`src/rtl/bin2bcd_seq_pkg.sv`:
```
// Shared definitions for the sequential binary-to-BCD converter.
//
// Contents:
//   BCD_NIB_W   width of one BCD digit
//   BIN_W_DEF   default binary input width (14 bits, max 16383)
//   DIGITS_DEF  default number of displayed BCD digits
//   state_t     converter FSM states
//   add3_fix    double-dabble nibble correction (>=5 -> +3)
//
// Build option: BIN2BCD_SAT_EN (see bin2bcd_seq.sv).
package bin2bcd_seq_pkg;

  localparam int BCD_NIB_W  = 4;
  localparam int BIN_W_DEF  = 14;
  localparam int DIGITS_DEF = 4;

  typedef enum logic [1:0] {
    IDLE  = 2'd0,
    SHIFT = 2'd1,
    DONE  = 2'd2
  } state_t;

  function automatic logic [BCD_NIB_W-1:0] add3_fix(input logic [BCD_NIB_W-1:0] nib);
    return (nib >= 4'd5) ? nib + 4'd3 : nib;
  endfunction

endpackage

```
`src/rtl/bin2bcd_seq_bcd_add3.sv`:
```
// Single-digit double-dabble correction: a nibble of 5 or more gets +3 so the
// following left shift carries correctly into the next decimal digit.
//
// Ports:
//   nib  input  BCD_NIB_W  digit before correction
//   fix  output BCD_NIB_W  digit after correction
module bcd_add3
  import bin2bcd_seq_pkg::*;
(
  input  logic [BCD_NIB_W-1:0] nib,
  output logic [BCD_NIB_W-1:0] fix
);

  assign fix = add3_fix(nib);

endmodule

```
`src/rtl/bin2bcd_seq.sv`:
```
// Sequential binary-to-BCD converter (shift-add-3 / double dabble) with a
// start/busy/done handshake. The packed result, overflow flag and
// leading-zero mask are held stable between conversions and only change
// on the done pulse.
//
// Ports:
//   signal  input  1          system clock
//   rst_n   input  1          asynchronous active-low reset
//   start   input  1          conversion request, sampled only in IDLE
//   bin     input  BIN_W      binary value, captured on the accepted start
//   busy    output 1          conversion in progress
//   done    output 1          one-cycle pulse when bcd/ovf/blank update
//   bcd     output 4*DIGITS   packed BCD, units digit in [3:0]
//   ovf     output 1          captured value exceeded 10^DIGITS-1
//   blank   output DIGITS     leading-zero mask (1 = blank), [0] always 0
//
// Build option BIN2BCD_SAT_EN: on overflow, bcd saturates to all nines and
// blank is cleared. Without it, bcd holds the value modulo 10^DIGITS.
//
// state | meaning
// IDLE  | waiting for start; outputs hold the last result
// SHIFT | one correct-then-shift step per cycle, BIN_W steps total
// DONE  | publish result; done pulses on the following cycle
module bin2bcd_seq
  import bin2bcd_seq_pkg::*;
#(
  parameter int BIN_W  = BIN_W_DEF,
  parameter int DIGITS = DIGITS_DEF
) (
  input  logic                          signal,
  input  logic                          rst_n,
  input  logic                          start,
  input  logic [BIN_W-1:0]              bin,
  output logic                          busy,
  output logic                          done,
  output logic [BCD_NIB_W*DIGITS-1:0]   bcd,
  output logic                          ovf,
  output logic [DIGITS-1:0]             blank
);

  // One spare digit above the displayed ones catches overflow.
  localparam int ACC_W = BCD_NIB_W * (DIGITS + 1);
  localparam int OUT_W = BCD_NIB_W * DIGITS;
  localparam int CNT_W = $clog2(BIN_W + 1);
  localparam logic [CNT_W-1:0] LAST_CNT = CNT_W'(BIN_W - 1);
  localparam logic [DIGITS-1:0] BLANK_RST = {{(DIGITS-1){1'b1}}, 1'b0};

  state_t            state, state_nxt;
  logic [ACC_W-1:0]  acc, acc_fix;
  logic [BIN_W-1:0]  bin_sh;
  logic [CNT_W-1:0]  cnt;
  logic              load, shift_en, publish;

  logic [OUT_W-1:0]  low_digits;
  logic              res_ovf;
  logic [DIGITS-1:0] lz_mask;
  logic [OUT_W-1:0]  bcd_nxt;
  logic [DIGITS-1:0] blank_nxt;

  genvar g;
  generate
    for (g = 0; g < DIGITS + 1; g++) begin : g_add3
      bcd_add3 u_add3 (
        .nib (acc[g*BCD_NIB_W +: BCD_NIB_W]),
        .fix (acc_fix[g*BCD_NIB_W +: BCD_NIB_W])
      );
    end
  endgenerate

  // FSM: state register
  always_ff @(posedge signal or negedge rst_n) begin
    if (!rst_n) state <= IDLE;
    else        state <= state_nxt;
  end

  // FSM: next state
  always_comb begin
    state_nxt = state;
    case (state)
      IDLE:    if (start) state_nxt = SHIFT;
      SHIFT:   if (cnt == LAST_CNT) state_nxt = DONE;
      DONE:    state_nxt = IDLE;
      default: state_nxt = IDLE;
    endcase
  end

  // FSM: outputs / datapath controls
  always_comb begin
    load     = 1'b0;
    shift_en = 1'b0;
    publish  = 1'b0;
    busy     = 1'b0;
    case (state)
      IDLE:    load = start;
      SHIFT: begin
        shift_en = 1'b1;
        busy     = 1'b1;
      end
      DONE:    publish = 1'b1;
      default: ;
    endcase
  end

  // Shift datapath: correction and shift happen in the same cycle.
  always_ff @(posedge signal or negedge rst_n) begin
    if (!rst_n) begin
      acc    <= '0;
      bin_sh <= '0;
      cnt    <= '0;
    end else if (load) begin
      acc    <= '0;
      bin_sh <= bin;
      cnt    <= '0;
    end else if (shift_en) begin
      {acc, bin_sh} <= {acc_fix, bin_sh} << 1;
      cnt           <= cnt + 1'b1;
    end
  end

  assign low_digits = acc[OUT_W-1:0];
  assign res_ovf    = |acc[ACC_W-1 -: BCD_NIB_W];

  // Leading-zero mask: a digit blanks only if it and everything above it is 0.
  always_comb begin
    logic zero_run;
    lz_mask  = '0;
    zero_run = 1'b1;
    for (int i = DIGITS - 1; i >= 1; i--) begin
      zero_run   = zero_run & (low_digits[i*BCD_NIB_W +: BCD_NIB_W] == '0);
      lz_mask[i] = zero_run;
    end
  end

`ifdef BIN2BCD_SAT_EN
  always_comb begin
    bcd_nxt   = low_digits;
    blank_nxt = lz_mask;
    if (res_ovf) begin
      bcd_nxt   = {DIGITS{4'h9}};
      blank_nxt = '0;
    end
  end
`else
  always_comb begin
    bcd_nxt   = low_digits;
    blank_nxt = lz_mask;
  end
`endif

  // Published outputs: only touched in DONE, so the display never sees a
  // partially converted word.
  always_ff @(posedge signal or negedge rst_n) begin
    if (!rst_n) begin
      done  <= 1'b0;
      bcd   <= '0;
      ovf   <= 1'b0;
      blank <= BLANK_RST;
    end else begin
      done <= publish;
      if (publish) begin
        bcd   <= bcd_nxt;
        ovf   <= res_ovf;
        blank <= blank_nxt;
      end
    end
  end

endmodule

```
`config.mk`:
```
export PLATFORM = sky130hd
export DESIGN_NAME = bin2bcd_seq
export DESIGN_NICKNAME = d
export VERILOG_FILES = /design/src/rtl/bin2bcd_seq_pkg.sv /design/src/rtl/bin2bcd_seq_bcd_add3.sv /design/src/rtl/bin2bcd_seq.sv
export SDC_FILE = /design/constraint.sdc
export NUM_CORES = 1
export LEC_CHECK = 0
export ABC_AREA = 1
export BUFFER_PORTS_ARGS = -buffer_cell sky130_fd_sc_hd__buf_2
export CORE_MARGIN = 2
export CORE_UTILIZATION = 50
export DETAILED_ROUTE_END_ITERATION = 6
export PLACE_DENSITY_LB_ADDON = 0.1
export REMOVE_ABC_BUFFERS = 1
export SLEW_MARGIN = 20
export SYNTH_ARGS = -nofsm -noshare
export SYNTH_HDL_FRONTEND = slang
export SYNTH_SLANG_ARGS = --single-unit
```
`constraint.sdc`:
```
create_clock -name signal -period 2.4 [get_ports signal]
set_clock_uncertainty 0.1 [all_clocks]
set_input_delay 0.48 -clock signal [delete_from_list [all_inputs] [get_ports signal]]
set_output_delay 0.48 -clock signal [all_outputs]
set_load 0.02 [all_outputs]
```
==> results.cfg, run 1 <==
[final_layout]
finalInstanceArea_mm2 = 0.003411
layout-drive-gt1-share = 0.1667
finalNonFillerCells = 480
antenna-diode-count = 0
fin_nets = 435
seq_area_mm2 = 0.001530
areaGrowthSynthToFinish_pct = 15.70
multiInputGateArea_mm2 = 0.001227
total_of_fill_cells_in_the_finished_design = 508

[floorplanning]
die_x_um = 80.79
core_area_mm2 = 0.005608
core.rowCount = 27
overall_die_area_mm2 = 0.006526
dieHeight_um = 80.79
floorplan.initialDensity = 0.5257
top_level_ports = 40

[cts]
clk_latency_ns = 0.34
cts_tree = yes
ctsLongestPathBuffers = 2
clk_transition_reported_paths_ns = 0.06
root_buffer = sky130_fd_sc_hd__clkbuf_8
post-cts-setup-buffer-count = 0
cts_max_level = 3
cts.hold.buffers_added = 0
tritoncts_num_sinks = 61
post_cts_resize_count = 0
tritoncts.num_buffers = 9

[yosys]
synth.lib_cells_used.distinct = 24
yosysWarningCount = 0
synth_common_cells = sky130_fd_sc_hd__nand2_1 (136), sky130_fd_sc_hd__dfrtp_1 (58), sky130_fd_sc_hd__nand3_1 (37)
synth.largest_area_cell = sky130_fd_sc_hd__dfrtp_1
synthAdderAreaFrac = 0.06367
syn-instance-count = 360
netlist.area_leader.share = 0.4924
synth-compound-area-share = 0.07088
mappedNetlistArea_mm2 = 0.002948
post_synth_xor_area_fraction = 0
syn-mean-instance-area_um2 = 8.188
synth_top_family_by_area = simple AND/OR/NAND/NOR gates
synthSimpleGateAreaFrac = 0.2793
yosysMostFrequentCell = sky130_fd_sc_hd__nand2_1
synth_sequential_area_ratio = 0.5191
postSynth.topFlopCell = sky130_fd_sc_hd__dfrtp_1
synth_edf_count = 0
async_flop_share = 1.000
synth_mux_area_frac = 0
synth-seq-cells = 61
netlist_top_cells_area = sky130_fd_sc_hd__dfrtp_1 (49%), sky130_fd_sc_hd__nand2_1 (17%), sky130_fd_sc_hd__ha_1 (6.4%)

[grt]
overflow = 0
global_route.usage.met3 = 0.05889
grt_max_usage_layer = met2
pin_count_of_the_biggest_net_entering_global_routing = 62
grt.met2_usage = 0.2983
antenna_violations_before_repair = 0
grt_pass1_wl_um = 9591
grtUsageTotal = 0.1942
gr-usage-met1 = 0.2573
grt_pass1_vias = 2112

[timing]
fmaxAchievable_ghz = 0.5274
totalNegativeSetupSlack_ns = 0
final-max-slew-violation-count = 0
final.hold.worst_slack_ns = 0.03326
grt_setup_unrepaired = false
report.final.hold_viol_count = 0
max_slew_margin = 0.6589
final.min_clock_period_ns = 1.896
tightestPinTransition_ns = 0.5111
final-setup-viol-count = 0
final.period_utilization = 0.7900

[status]
outcome = finished clean

[placement]
placedInstanceArea_mm2 = 0.003219
dp_hpwl_um = 3795
number_of_cells_after_detailed_placement = 464
finalWeightedCongestion = 0.7973
buffer_ports.inserted = 38

[route]
routed-via-count = 2405
initial_drt_markers = 174
ant_nets = 0
viasPerCell = 5.010
drc_errors = 0
wirelength_um = 5513
routed_wire_length_per_instance_um = 11.49
dr.pass1.iters = 4

[setup_path]
cp_max_fo = 13
required_ns = 1.82
category_of_the_worst_setup_path_capture_point = primary output
r2r_setup_slack_ns = 0.86
r2r-start = state[1]
timing.critical_path.from_type = register
timing.reg2reg.worst_path_depth = 5
r2r_end = cnt[2]
criticalPathCategory = reg -> out
timing.critical_path.arrival_ns = 1.32

[run]
max-cap-violations = 0

[pwr]
largest_vdd_supply_drop_mv = 0.5851
power-per-cell-area_mw_per_mm2 = 1346
static-leakage-power_nw = 1.823

[hold_path]
worstHoldPathType = in -> async
cells by family after synthesis:
kind of cell / Yosys count
other: 1
DFF: 61
adders and majority gates: 15
and+or+nand+nor: 197
buffers and inverters: 46
AOI/OAI and AO/OA: 40
critical path, cell delays in order, from the launching register on:
cell                      delay, ns
sky130_fd_sc_hd__dfrtp_1       0.45
sky130_fd_sc_hd__nor2_4        0.30
sky130_fd_sc_hd__buf_2         0.23
worst max path at each step:
stage | startpoint | slack (ns) | depth (start not counted) | to
3_5_place_dp | state[1] | 0.86 | 5 | cnt[2]
3_3_place_gp | state[1] | 0.87 | 5 | cnt[2]
5_1_grt | state[1] | 0.43 | 2 | busy
2_1_floorplan | start | 0.42 | 3 | acc[0]
4_1_cts | state[1] | 0.49 | 2 | busy
6_report | state[1] | 0.50 | 2 | busy
stage by stage:
step / worst slack, ns / total power (W) / utilization
2_1_floorplan: 0.4250 / 0.003191 / -
3_3_place_gp: 0.8693 / 0.003699 / 0.5741
3_5_place_dp: 0.8571 / 0.003748 / 0.5741
4_1_cts: 0.4857 / 0.004655 / 0.6082
5_1_grt: 0.4270 / 0.005056 / 0.6082
6_report: 0.5041 / 0.004592 / 0.6082
report_power, final:
group          internal (W)  total (W)  switching [W]
clock network      0.000500   0.000886       0.000386
logic              0.000705    0.00196        0.00126
registers           0.00146    0.00174       0.000280
total               0.00267    0.00459        0.00192
metal layers:
layer / routed length (um) / vias up
met2: 2386 / 48
met5: 0 / -
met3: 290 / 10
met1: 2738 / 1108
li1: - / 1239
met4: 97 / 0
layout make-up:
cell class                      instances  share of cell area
Clock inverter                          5             0.01467
Tap cell                               72             0.02641
Timing Repair Buffer                   43             0.07043
Sequential cell                        61              0.4486
Clock buffer                           11             0.04145
Inverter                               35             0.03852
Multi-Input combinational cell        253              0.3599
placed cells by master, fill, tap and decap left out:
master                      count
sky130_fd_sc_hd__a21oi_1        1
sky130_fd_sc_hd__a22oi_1        1
sky130_fd_sc_hd__a31oi_1        1
sky130_fd_sc_hd__buf_12         1
sky130_fd_sc_hd__buf_2         38
sky130_fd_sc_hd__buf_4          4
sky130_fd_sc_hd__bufinv_16      1
sky130_fd_sc_hd__clkbuf_1       1
sky130_fd_sc_hd__clkbuf_8      10
sky130_fd_sc_hd__clkinv_2       4
sky130_fd_sc_hd__conb_1         1
sky130_fd_sc_hd__dfrtp_1       58
sky130_fd_sc_hd__dfstp_2        3
sky130_fd_sc_hd__ha_1          15
sky130_fd_sc_hd__inv_1         32
sky130_fd_sc_hd__inv_2          3
sky130_fd_sc_hd__nand2_1      136
sky130_fd_sc_hd__nand2_2        1
sky130_fd_sc_hd__nand3_1       37
sky130_fd_sc_hd__nand4_1       10
sky130_fd_sc_hd__nor2_1        11
sky130_fd_sc_hd__nor2_2         1
sky130_fd_sc_hd__nor2_4         1
sky130_fd_sc_hd__o211ai_1       1
sky130_fd_sc_hd__o21ai_0       27
sky130_fd_sc_hd__o21ai_1        6
sky130_fd_sc_hd__o21ai_2        1
sky130_fd_sc_hd__o22ai_1        2
flip-flops by register name, indices dropped and copies added (netlist names):
register  cells
bcd          16
ovf           1
cnt           4
acc          20
blank         3
state         2
done          1
bin_sh       14
No activity file was read; power rests on OpenSTA's default activity.
==> run 2, diff against run 1 <==
==> constraint.sdc (replaced) <==
create_clock -name signal -period 1.72 [get_ports signal]
set_clock_uncertainty 0.1 [all_clocks]
set_input_delay 0.344 -clock signal [delete_from_list [all_inputs] [get_ports signal]]
set_output_delay 0.344 -clock signal [all_outputs]
set_load 0.02 [all_outputs]
==> run 2 against run 1 <==
Via count grew 0.17%. Power grew 48%. Combinational power grew 45%. Critical path type unchanged. Cell area grew 3.2%.
==> results.cfg, run 2 (synthesis gave the netlist of run 1 again) <==
[route]
wirelength_um = 5776
ant_nets = 0
m1WireLength_um = 2895
routed_wire_length_per_instance_um = 11.86
wl_met3_um = 308
dr.pass1.iters = 4
drc_errors = 0
routed-via-count = 2409
initial_drt_markers = 201
wl_met2_um = 2526
top_signal_layer_used = met4
viasPerCell = 4.947

[timing]
fmaxAchievable_ghz = 0.6527
max_slew_margin = 0.6652
final.period_utilization = 0.8907
grt_setup_unrepaired = false
report.final.hold_viol_count = 0
final-max-slew-violation-count = 0
final-setup-viol-count = 0
final.min_clock_period_ns = 1.532
totalNegativeSetupSlack_ns = 0
tightestPinTransition_ns = 0.5017

[hold_path]
worstHoldPathType = in -> reg
min_path_cells = 3

[final_layout]
layout-drive-gt1-share = 0.1807
largest_register_ff_count = 20
largestRegisters = acc (20), bcd (16), bin_sh (14)
layout.cells.most_common_list = sky130_fd_sc_hd__nand2_1 (136), sky130_fd_sc_hd__dfrtp_1 (58), sky130_fd_sc_hd__buf_2 (38)
leading_cell_type_in_the_layout_fill_and_taps_excluded = sky130_fd_sc_hd__nand2_1
largest-register = acc
seq_area_mm2 = 0.001530
antenna-diode-count = 0
fin_nets = 442
total_of_fill_cells_in_the_finished_design = 488
areaGrowthSynthToFinish_pct = 19.35
finalInstanceArea_mm2 = 0.003518
finalNonFillerCells = 487
multiInputGateArea_mm2 = 0.001227

[placement]
buffer_ports.inserted = 38
placedInstanceArea_mm2 = 0.003257
number_of_cells_after_detailed_placement = 469
finalWeightedCongestion = 0.8828
dp_hpwl_um = 4076

[floorplanning]
overall_die_area_mm2 = 0.006526
die_x_um = 80.79
dieHeight_um = 80.79
core.rowCount = 27
core_area_mm2 = 0.005608
top_level_ports = 40
floorplan.initialDensity = 0.5257

[setup_path]
timing.reg2reg.worst_path_depth = 8
timing.critical_path.arrival_ns = 1.09
cp_slowest_stage_delay_ns = 0.45
timing.critical_path.from_type = register
critical-path-slowest-cell = sky130_fd_sc_hd__dfrtp_1
category_of_the_worst_setup_path_capture_point = primary output
cp_max_fo = 4
criticalPathCategory = reg -> out
required_ns = 1.28
worstPathCellList = nor2_4, buf_2

[grt]
pin_count_of_the_biggest_net_entering_global_routing = 33
grt_pass1_wl_um = 9963
grt_pass1_vias = 2249
overflow = 0
antenna_violations_before_repair = 0
grtUsageTotal = 0.1992

[cts]
ctsLongestPathBuffers = 2
clk_transition_reported_paths_ns = 0.07
tritoncts.num_buffers = 9
root_buffer = sky130_fd_sc_hd__clkbuf_8
cts_max_level = 3
post_cts_resize_count = 0
clk_latency_ns = 0.33
tritoncts_num_sinks = 61
cts_tree = yes

[pwr]
p_sw_w = 0.002738
internal_power_component_w = 0.004062
total_power_w = 0.006801
combPwrFrac = 0.419
static-leakage-power_nw = 1.879
switching_share = 0.4027
largest_vdd_supply_drop_mv = 0.9141
power-per-cell-area_mw_per_mm2 = 1933
clockPowerShare = 0.223
power.share.sequential = 0.359

[status]
outcome = finished clean

[run]
max-cap-violations = 0
-- run 2: through the flow --
stage	setup slack [ns]	hold slack, ns	util
3_3_place_gp	0.2996	0.1649	0.5808
2_1_floorplan	-0.1662	-0.05159	-
4_1_cts	0.1719	0.1100	0.6274
6_report	0.1879	0.1217	0.6274
3_5_place_dp	0.3203	0.1679	0.5808
5_1_grt	0.1313	0.1253	0.6274
-- run 2: final timing paths --
check | start | to | slack, ns
setup / recovery | state[1] | busy | 0.19
hold / removal | bin[5] | bin_sh[5] | 0.12
setup reg to reg | acc[4] | acc[5] | 0.32
hold reg to reg | blank[3] | blank[3] | 0.37
max in group asynchronous | rst_n | state[1] | 0.69
min in group asynchronous | rst_n | bcd[4] | 0.34
-- run 2: area by class of cell --
type	count	area share
well taps	72	0.02560
multi-input cells	253	0.3489
clock inverters	3	0.01849
inverters	35	0.03734
flip-flops and latches	61	0.4349
repair buffers	50	0.08393
clock buffers	13	0.05085
-- run 2: metal layers --
metal	GRT usage	vias up
li1	-	1257
met1	0.2829	1084
met2	0.2967	62
met3	0.04111	6
met4	0.08644	0
met5	0	-
-- run 2: timing repair --
action                                 CTS  global route
setup endpoints to repair                1             0
buffers inserted                         1             0
hold buffers                             1             0
endpoints found under the hold margin    9             0
-- run 2: power by group through the flow --
| stage | Combinational (W) | Clock, W | Sequential, W |
|---|---|---|---|
| finish | 0.00285 | 0.00152 | 0.00244 |
| floorplan | 0.00187 | 0 | 0.00259 |
| CTS | 0.00288 | 0.00155 | 0.00244 |
| global route | 0.00333 | 0.00162 | 0.00252 |
| detailed placement | 0.00284 | 0 | 0.00246 |
| global placement | 0.00278 | 0 | 0.00245 |
-- run 2: worst max-delay path, delay by kind of cell, from the launching register on --
| family | cells | cell delay, ns |
|---|---|---|
| DFF | 1 | 0.45 |
| buffers and inverters | 1 | 0.17 |
| and+or+nand+nor | 1 | 0.13 |
